[config.mk]
export PLATFORM = sky130hd
export DESIGN_NAME = stream_loader
export DESIGN_NICKNAME = d
export VERILOG_FILES = /design/src/rtl/stream_loader.sv
export SDC_FILE = /design/constraint.sdc
export NUM_CORES = 1
export LEC_CHECK = 0
export ABC_AREA = 0
export CORE_ASPECT_RATIO = 1.2
export CORE_MARGIN = 2
export CORE_UTILIZATION = 40
export CTS_CLUSTER_DIAMETER = 150
export CTS_CLUSTER_SIZE = 12
export DETAILED_ROUTE_END_ITERATION = 10
export GPL_ROUTABILITY_DRIVEN = 0
export PLACE_DENSITY_LB_ADDON = 0.25
export SKIP_CTS_REPAIR_TIMING = 1
export SLEW_MARGIN = 30
export SYNTH_ARGS = -nofsm -noshare
export SYNTH_HDL_FRONTEND = slang
export SYNTH_SLANG_ARGS = --single-unit
export TNS_END_PERCENT = 50
[constraint.sdc]
create_clock -name ap_clk -period 3.9 [get_ports ap_clk]
set_clock_uncertainty 0.1 [all_clocks]
set_input_delay 0.39 -clock ap_clk [delete_from_list [all_inputs] [get_ports ap_clk]]
set_output_delay 0.39 -clock ap_clk [all_outputs]
set_load 0.02 [all_outputs]
[src/rtl/stream_loader.sv]
// stream_loader: loads one frame from a valid/ready stream into a BRAM write port,
// zero-pads short frames, drops overlong tails, then runs the kernel via ap_ctrl_hs.
//
// state | meaning
// FILL  | accept stream beats, write each at idx
// PAD   | write zeros until address DEPTH-1 is written
// DROP  | swallow overlong beats up to and including tlast
// KICK  | hold k_ap_start until k_ap_ready is sampled
// WAIT  | wait for k_ap_done
module stream_loader #(
    parameter int ADDR_BITS = 2
) (
    input  logic                 ap_clk,
    input  logic                 ap_rst,
    input  logic [31:0]          s_tdata,
    input  logic                 s_tvalid,
    input  logic                 s_tlast,
    output logic                 s_tready,
    output logic [ADDR_BITS-1:0] buf_address0,
    output logic                 buf_ce0,
    output logic                 buf_we0,
    output logic [31:0]          buf_d0,
    output logic                 k_ap_start,
    input  logic                 k_ap_ready,
    input  logic                 k_ap_done,
    input  logic                 err_clr,
    output logic                 busy,
    output logic                 frame_done,
    output logic [15:0]          frame_cnt,
    output logic                 err_short,
    output logic                 err_long
);
    localparam int DEPTH = 2 ** ADDR_BITS;
    localparam logic [ADDR_BITS:0] LAST_IDX = (ADDR_BITS + 1)'(DEPTH - 1);

    typedef enum logic [2:0] {
        ST_FILL,
        ST_PAD,
        ST_DROP,
        ST_KICK,
        ST_WAIT
    } state_t;

    state_t                 state_q, state_d;
    logic [ADDR_BITS:0]     idx_q, idx_d;
    logic                   tready_q, tready_d;
    logic                   wr_q, wr_d;
    logic [ADDR_BITS-1:0]   addr_q, addr_d;
    logic [31:0]            data_q, data_d;
    logic                   done_q, done_d;
    logic [15:0]            cnt_q, cnt_d;
    logic                   short_q, short_d;
    logic                   long_q, long_d;
    logic                   set_short, set_long, complete;
    logic                   accept, start;

    assign accept = s_tvalid && tready_q;
    // The last data/pad write is still on the port in the first KICK cycle;
    // start is held back until the port is idle so the two never overlap.
    assign start  = (state_q == ST_KICK) && !wr_q;

    always_comb begin
        state_d   = state_q;
        idx_d     = idx_q;
        wr_d      = 1'b0;
        addr_d    = addr_q;
        data_d    = data_q;
        set_short = 1'b0;
        set_long  = 1'b0;
        complete  = 1'b0;

        unique case (state_q)
            ST_FILL: begin
                if (accept) begin
                    wr_d   = 1'b1;
                    addr_d = idx_q[ADDR_BITS-1:0];
                    data_d = s_tdata;
                    idx_d  = idx_q + 1'b1;
                    if (idx_q == LAST_IDX) begin
                        if (s_tlast) begin
                            state_d = ST_KICK;
                        end else begin
                            state_d  = ST_DROP;
                            set_long = 1'b1;
                        end
                    end else if (s_tlast) begin
                        state_d   = ST_PAD;
                        set_short = 1'b1;
                    end
                end
            end
            ST_PAD: begin
                wr_d   = 1'b1;
                addr_d = idx_q[ADDR_BITS-1:0];
                data_d = 32'h0;
                idx_d  = idx_q + 1'b1;
                if (idx_q == LAST_IDX) begin
                    state_d = ST_KICK;
                end
            end
            ST_DROP: begin
                if (accept && s_tlast) begin
                    state_d = ST_KICK;
                end
            end
            ST_KICK: begin
                if (start && k_ap_ready) begin
                    if (k_ap_done) begin
                        state_d  = ST_FILL;
                        complete = 1'b1;
                    end else begin
                        state_d = ST_WAIT;
                    end
                end
            end
            ST_WAIT: begin
                if (k_ap_done) begin
                    state_d  = ST_FILL;
                    complete = 1'b1;
                end
            end
            default: state_d = ST_FILL;
        endcase

        if (complete) begin
            idx_d = '0;
        end
        tready_d = (state_d == ST_FILL) || (state_d == ST_DROP);
        done_d   = complete;
        cnt_d    = complete ? cnt_q + 16'd1 : cnt_q;
        // A flag being set in the same cycle as err_clr stays set.
        short_d  = set_short || (short_q && !err_clr);
        long_d   = set_long || (long_q && !err_clr);
    end

    always_ff @(posedge ap_clk) begin
        if (ap_rst) begin
            state_q  <= ST_FILL;
            idx_q    <= '0;
            tready_q <= 1'b0;
            wr_q     <= 1'b0;
            addr_q   <= '0;
            data_q   <= 32'h0;
            done_q   <= 1'b0;
            cnt_q    <= 16'h0;
            short_q  <= 1'b0;
            long_q   <= 1'b0;
        end else begin
            state_q  <= state_d;
            idx_q    <= idx_d;
            tready_q <= tready_d;
            wr_q     <= wr_d;
            addr_q   <= addr_d;
            data_q   <= data_d;
            done_q   <= done_d;
            cnt_q    <= cnt_d;
            short_q  <= short_d;
            long_q   <= long_d;
        end
    end

    assign s_tready     = tready_q;
    assign buf_address0 = addr_q;
    assign buf_ce0      = wr_q;
    assign buf_we0      = wr_q;
    assign buf_d0       = data_q;
    assign k_ap_start   = start;
    assign busy         = (state_q != ST_FILL);
    assign frame_done   = done_q;
    assign frame_cnt    = cnt_q;
    assign err_short    = short_q;
    assign err_long     = long_q;

endmodule

======== Word level (Yosys, flattened, before mapping) ========
Cells that the tools add are included.
word-level totals
  register bits after elaboration ......... 61
  word-level logic and storage cells ...... 65
  output and inout port bits .............. 58
  input port bits ......................... 39
operators by class
  equality and inequality tests ........... 7
  multiplexer cells ....................... 29
  reductions and logical operators ........ 17
  add/sub/neg operators ................... 2
operators by type and width
  cell                                                                    number
  32-bit case mux with 2 select lines                                     1
  32-bit 2-to-1 mux                                                       1
  3-bit 2-to-1 mux                                                        9
  16-bit by 1-bit adder with 16-bit output (second input constant)        1
  3-bit case mux with 5 select lines                                      1
  3-bit by 2-bit equality test with 1-bit output (second input constant)  4
  1-bit 2-to-1 mux                                                        12
  1-bit logical AND                                                       6
  3-bit logical NOT                                                       2
  3-bit case mux with 2 select lines                                      1
  1-bit case mux with 2 select lines                                      2
  2-bit case mux with 2 select lines                                      1
  3-bit by 1-bit adder with 3-bit output (second input constant)          1
  3-bit by 1-bit equality test with 1-bit output (second input constant)  1
  3-bit equality test (second input constant)                             1
  1-bit logical OR                                                        3
  3-bit nonzero test                                                      1
  1-bit logical NOT                                                       2
  2-bit 2-to-1 mux                                                        1
  2-bit inequality test (second input constant)                           1
  2-bit AND reduction                                                     1
  2-bit nonzero test                                                      1
  2-bit OR reduction                                                      1

======== Depth between registers and ports, before layout ========
  word-level depth ........................ 7
  gate-level depth with buffers ........... 6
  depth with buffers taken out ............ 5

======== Worst setup path after synthesis ========
Ideal clock, no wire load.
  path kind ............................... register to register
  start point ............................. register cnt_q[0], in the netlist frame_cnt[0]
  end point ............................... register cnt_q[14], in the netlist frame_cnt[14]
  clock period less this slack ............ 1.814 ns
  path slack .............................. 2.086 ns
  cell stages (with the launch flop) ...... 6
  setup time .............................. 0.070 ns
  data required time ...................... 3.730 ns
  arrival ................................. 1.644 ns
  path buffers ............................ 0
  path through ............................ dfxtp_1 -> ha_1 -> nand2_1 -> or2_2 -> or4_1 -> a21oi_1
on the way
  longest elaborated chain between the ends .. 1
RTL lines
  what                                      line  text
  start, declared                           51    logic [15:0] cnt_q, cnt_d;
  start signal, assigned                    156   cnt_q <= cnt_d;
  16-bit by 1-bit adder with 16-bit output  130   cnt_d = complete ? cnt_q + 16'd1 : cnt_q;
No other way between the ends.
A chain may end at the register's enable or synchronous reset.

======== Worst setup path after layout ========
  start point ............................. register state_q[1]
  end point ............................... output port k_ap_start
on the way
  longest elaborated chain between the ends .. 2
RTL lines
  what                                            line  text
  start, declared                                 44    state_t state_q, state_d;
  start signal, assigned                          149   state_q <= state_d;
  3-bit by 2-bit equality test with 1-bit output  60    assign start = (state_q == ST_KICK) && !wr_q;
  1-bit logical AND                               60
  end, declared                                   23    output logic k_ap_start,
No other way between the ends.

==> flow_summary_export.csv <==
group,metric,value,unit
clock_tree,cts_max_path_buffers,2,
synthesis,synth.net_count,303,
finish,n_antenna_cell,0,
setup_path,required,3.41,ns
clock_tree,clkLatencyLatePin,0.34,ns
detailed_routing,dr_total_vias,2303,
setup_path,critPathKind,"reg2out",
pwr,peakVddDrop,0.230,mV
floorplan,start_util,0.409,
pwr,powerDensity,399,mW/mm²
flow_run,maxCapViolations,0,
detailed_routing,drcViolationCount,0,
synthesis,netlist_top_cells_area,"dfxtp_1 50%, a22oi_1 10%, nor2_1 6.0%",
placed_design,place_worst_setup_slack,1.46,ns
finish,layout-drive-gt1-share,0.0650,
min_path,worstHoldStart,"buf_address0[1]",
detailed_routing,ant_nets,0,
setup_path,cp_num_buf_inv,1,
setup_path,critPathSlowestCell,"clkdlybuf4s50_1",
synthesis,yosysSeqAreaShare,0.500,
floorplan,die_area,0.00675,mm²
clock_tree,htree_num_levels,3,
setup_path,critical_path.top_delay_family,"buffers and inverters",
sta,slew_viol_final,0,
synthesis,yosysMostFrequentCell,"dfxtp_1",
grt,grt_first_pass_wirelength,9.70,mm
sta,fin_crit,2.28,ns
run_status,status,"completed",
synthesis,async_flop_share,0,
synthesis,postSynthRegisterBits,61,
pwr,netSwitchingPower,0.349,mW
finish,syn_to_final_growth,48.1,%
sta,setup_viol,0,
grt,grt_max_degree,62,
clock_tree,clock_sinks,61,
clock_tree,cts_made_buffers,9,
synthesis,yosys_most_used_dff,"dfxtp_1",
sta,rsz0062_at_grt,"false",
setup_path,cp-end-kind,"output port",
synthesis,syn_area_per_cell,9.35,µm²
sta,setup_tns,0,ns
setup_path,cp_cell_sequence,"and3b_2 -> nor2b_1 -> clkdlybuf4s50_1",
synthesis,yosysWarnings,0,
pwr,leakagePower,1.24,nW
min_path,worstHoldEndpoint,"buf_address0[1]",
floorplan,core_area,0.00597,mm²
placed_design,port_buffers,96,
synthesis,yosysTopAreaCell,"dfxtp_1",
sta,hold_viol,0,
floorplan,fp.dieH,89.6,µm
setup_path,worstRegToRegCells,4,
min_path,min_path_cells,2,
pwr,power_frac_clock,0.418,
setup_path,max_stage_delay,0.60,ns
setup_path,startpoint_type,"flop",
clock_tree,cts-root-buf,"clkbuf_8",
clock_tree,path_clk_slew,0.07,ns
synthesis,synth_edf_count,0,
finish,stdcell_count,436,
floorplan,rows,31,
detailed_routing,drtIter0Drc,141,
detailed_routing,wl,6.18,mm
setup_path,r2r-start,"frame_cnt[3]",
floorplan,io_pins,97,
detailed_routing,wl_per_cell,14.2,µm
setup_path,cp_max_fo,7,
sta,worst_pin_slew,0.787,ns
grt,grt_usage,0.189,
pwr,combPwrFrac,0.125,
synthesis,yosys.area.top_type_share,0.500,
setup_path,critical_path_arrival,1.79,ns
synthesis,synth_common_cells,"61 x dfxtp_1, 39 x nor2_1, 33 x a22oi_1",
synthesis,synth.distinct_cells,41,
synthesis,syn-cell-area,0.00244,mm²
placed_design,dp_cells,420,
setup_path,r2r_end,"frame_cnt[14]",
grt,grt_pass1_vias,2143,
min_path,hp-class,"reg2reg",
grt,grt_overflow_total,0,
pwr,seq_power_share,0.457,
detailed_routing,viasPerCell,5.28,
pwr,switching_share,0.242,
grt,antenna_found_initial,0,
floorplan,die_w,75.3,µm
synthesis,syn-instance-count,261,
sta,setup_ws,1.62,ns
finish,fin_nets,391,
sta,fin_crit_sh,0.583,
sta,fmaxAchievable,0.440,GHz
pwr,intPower,1.09,mW
clock_tree,cts_tree,"built",
sta,relSlewSlack,0.474,
setup_path,r2r_slack,1.85,ns
placed_design,dp_hpwl,4.07,mm
detailed_routing,drtPass1Iterations,4,
worst max-delay path by stage:
stage | start | endpoint | slack, ns | depth (start not counted)
after CTS | state_q[1] | k_ap_start | 1.61 | 3
after detailed placement | k_ap_ready | frame_cnt[12] | 1.46 | 5
after global routing | state_q[0] | k_ap_start | 1.53 | 3
final | state_q[1] | k_ap_start | 1.62 | 3
after floorplan | frame_cnt[0] | frame_cnt[14] | 2.09 | 5
after global placement | k_ap_ready | frame_cnt[12] | 1.53 | 5
per-layer routing:
metal / global-route usage / routed length [µm]
met1: 0.238 / 2720
met2: 0.277 / 2810
met3: 0.0982 / 583
met4: 0.0654 / 68
met5: 0 / 0
tightest hold or removal path: stages, from the launching register on:
cell	delay (ns)
dfxtp_1	0.31
nand2_1	0.05
a21oi_1	0.05
logic make-up (layout without fill, tap and decap cells):
kind of cell / Yosys count / in the layout / share of synthesized area
compound gates: 70 / 70 / 0.205
xor+xnor: 2 / 2 / 0.00718
fa+ha+maj: 3 / 3 / 0.0154
buf+inv: 23 / 116 / 0.0456
flops: 61 / 61 / 0.500
mux: 2 / 2 / 0.00820
simple gates: 100 / 100 / 0.218
power by group through the flow:
stage | Sequential, mW | Combinational [mW] | Clock [mW]
6_report | 0.659 | 0.180 | 0.603
5_1_grt | 0.662 | 0.196 | 0.641
4_1_cts | 0.659 | 0.181 | 0.611
3_5_place_dp | 0.673 | 0.181 | 0
3_3_place_gp | 0.672 | 0.178 | 0
2_1_floorplan | 0.693 | 0.0689 | 0
cell type report:
type                       instances  area [µm²]
tap                               82         103
clock buffer                      11         131
clock inverter                     5        75.1
timing repair buffer              97         966
fill                             537        2360
sequential                        61        1220
multi-input combinational        177        1110
inverter                           3        11.3
through the flow:
step                cell area (µm²)  power [mW]  hold WS [ns]   util
detailed placement             3410       0.853         0.350  0.571
floorplan                      2440       0.762         0.348      -
global placement               3410       0.850         0.345  0.570
finish                         3620        1.44         0.360  0.605
global route                   3620        1.50         0.393  0.605
CTS                            3620        1.45         0.363  0.605
state kept, by name, indices dropped and copies added, names as in the netlist:
register / cells
buf_d0: 32
frame_cnt: 16
idx_q: 3
state_q: 3
buf_address0: 2
buf_ce0: 1
err_long: 1
err_short: 1
frame_done: 1
s_tready: 1
cell usage in the layout, fill, tap and decap left out, drive strengths merged, types with 5 or more instances in the layout:
cell	n
nand2	11
dfxtp	61
nor2	40
or3	7
a22oi	33
o31ai	6
nor2b	5
clkdlybuf4s50	95
nor3	6
nand3	7
a21oi	19
clkbuf	11
or4	6
Power figures use the tool's default switching activity.
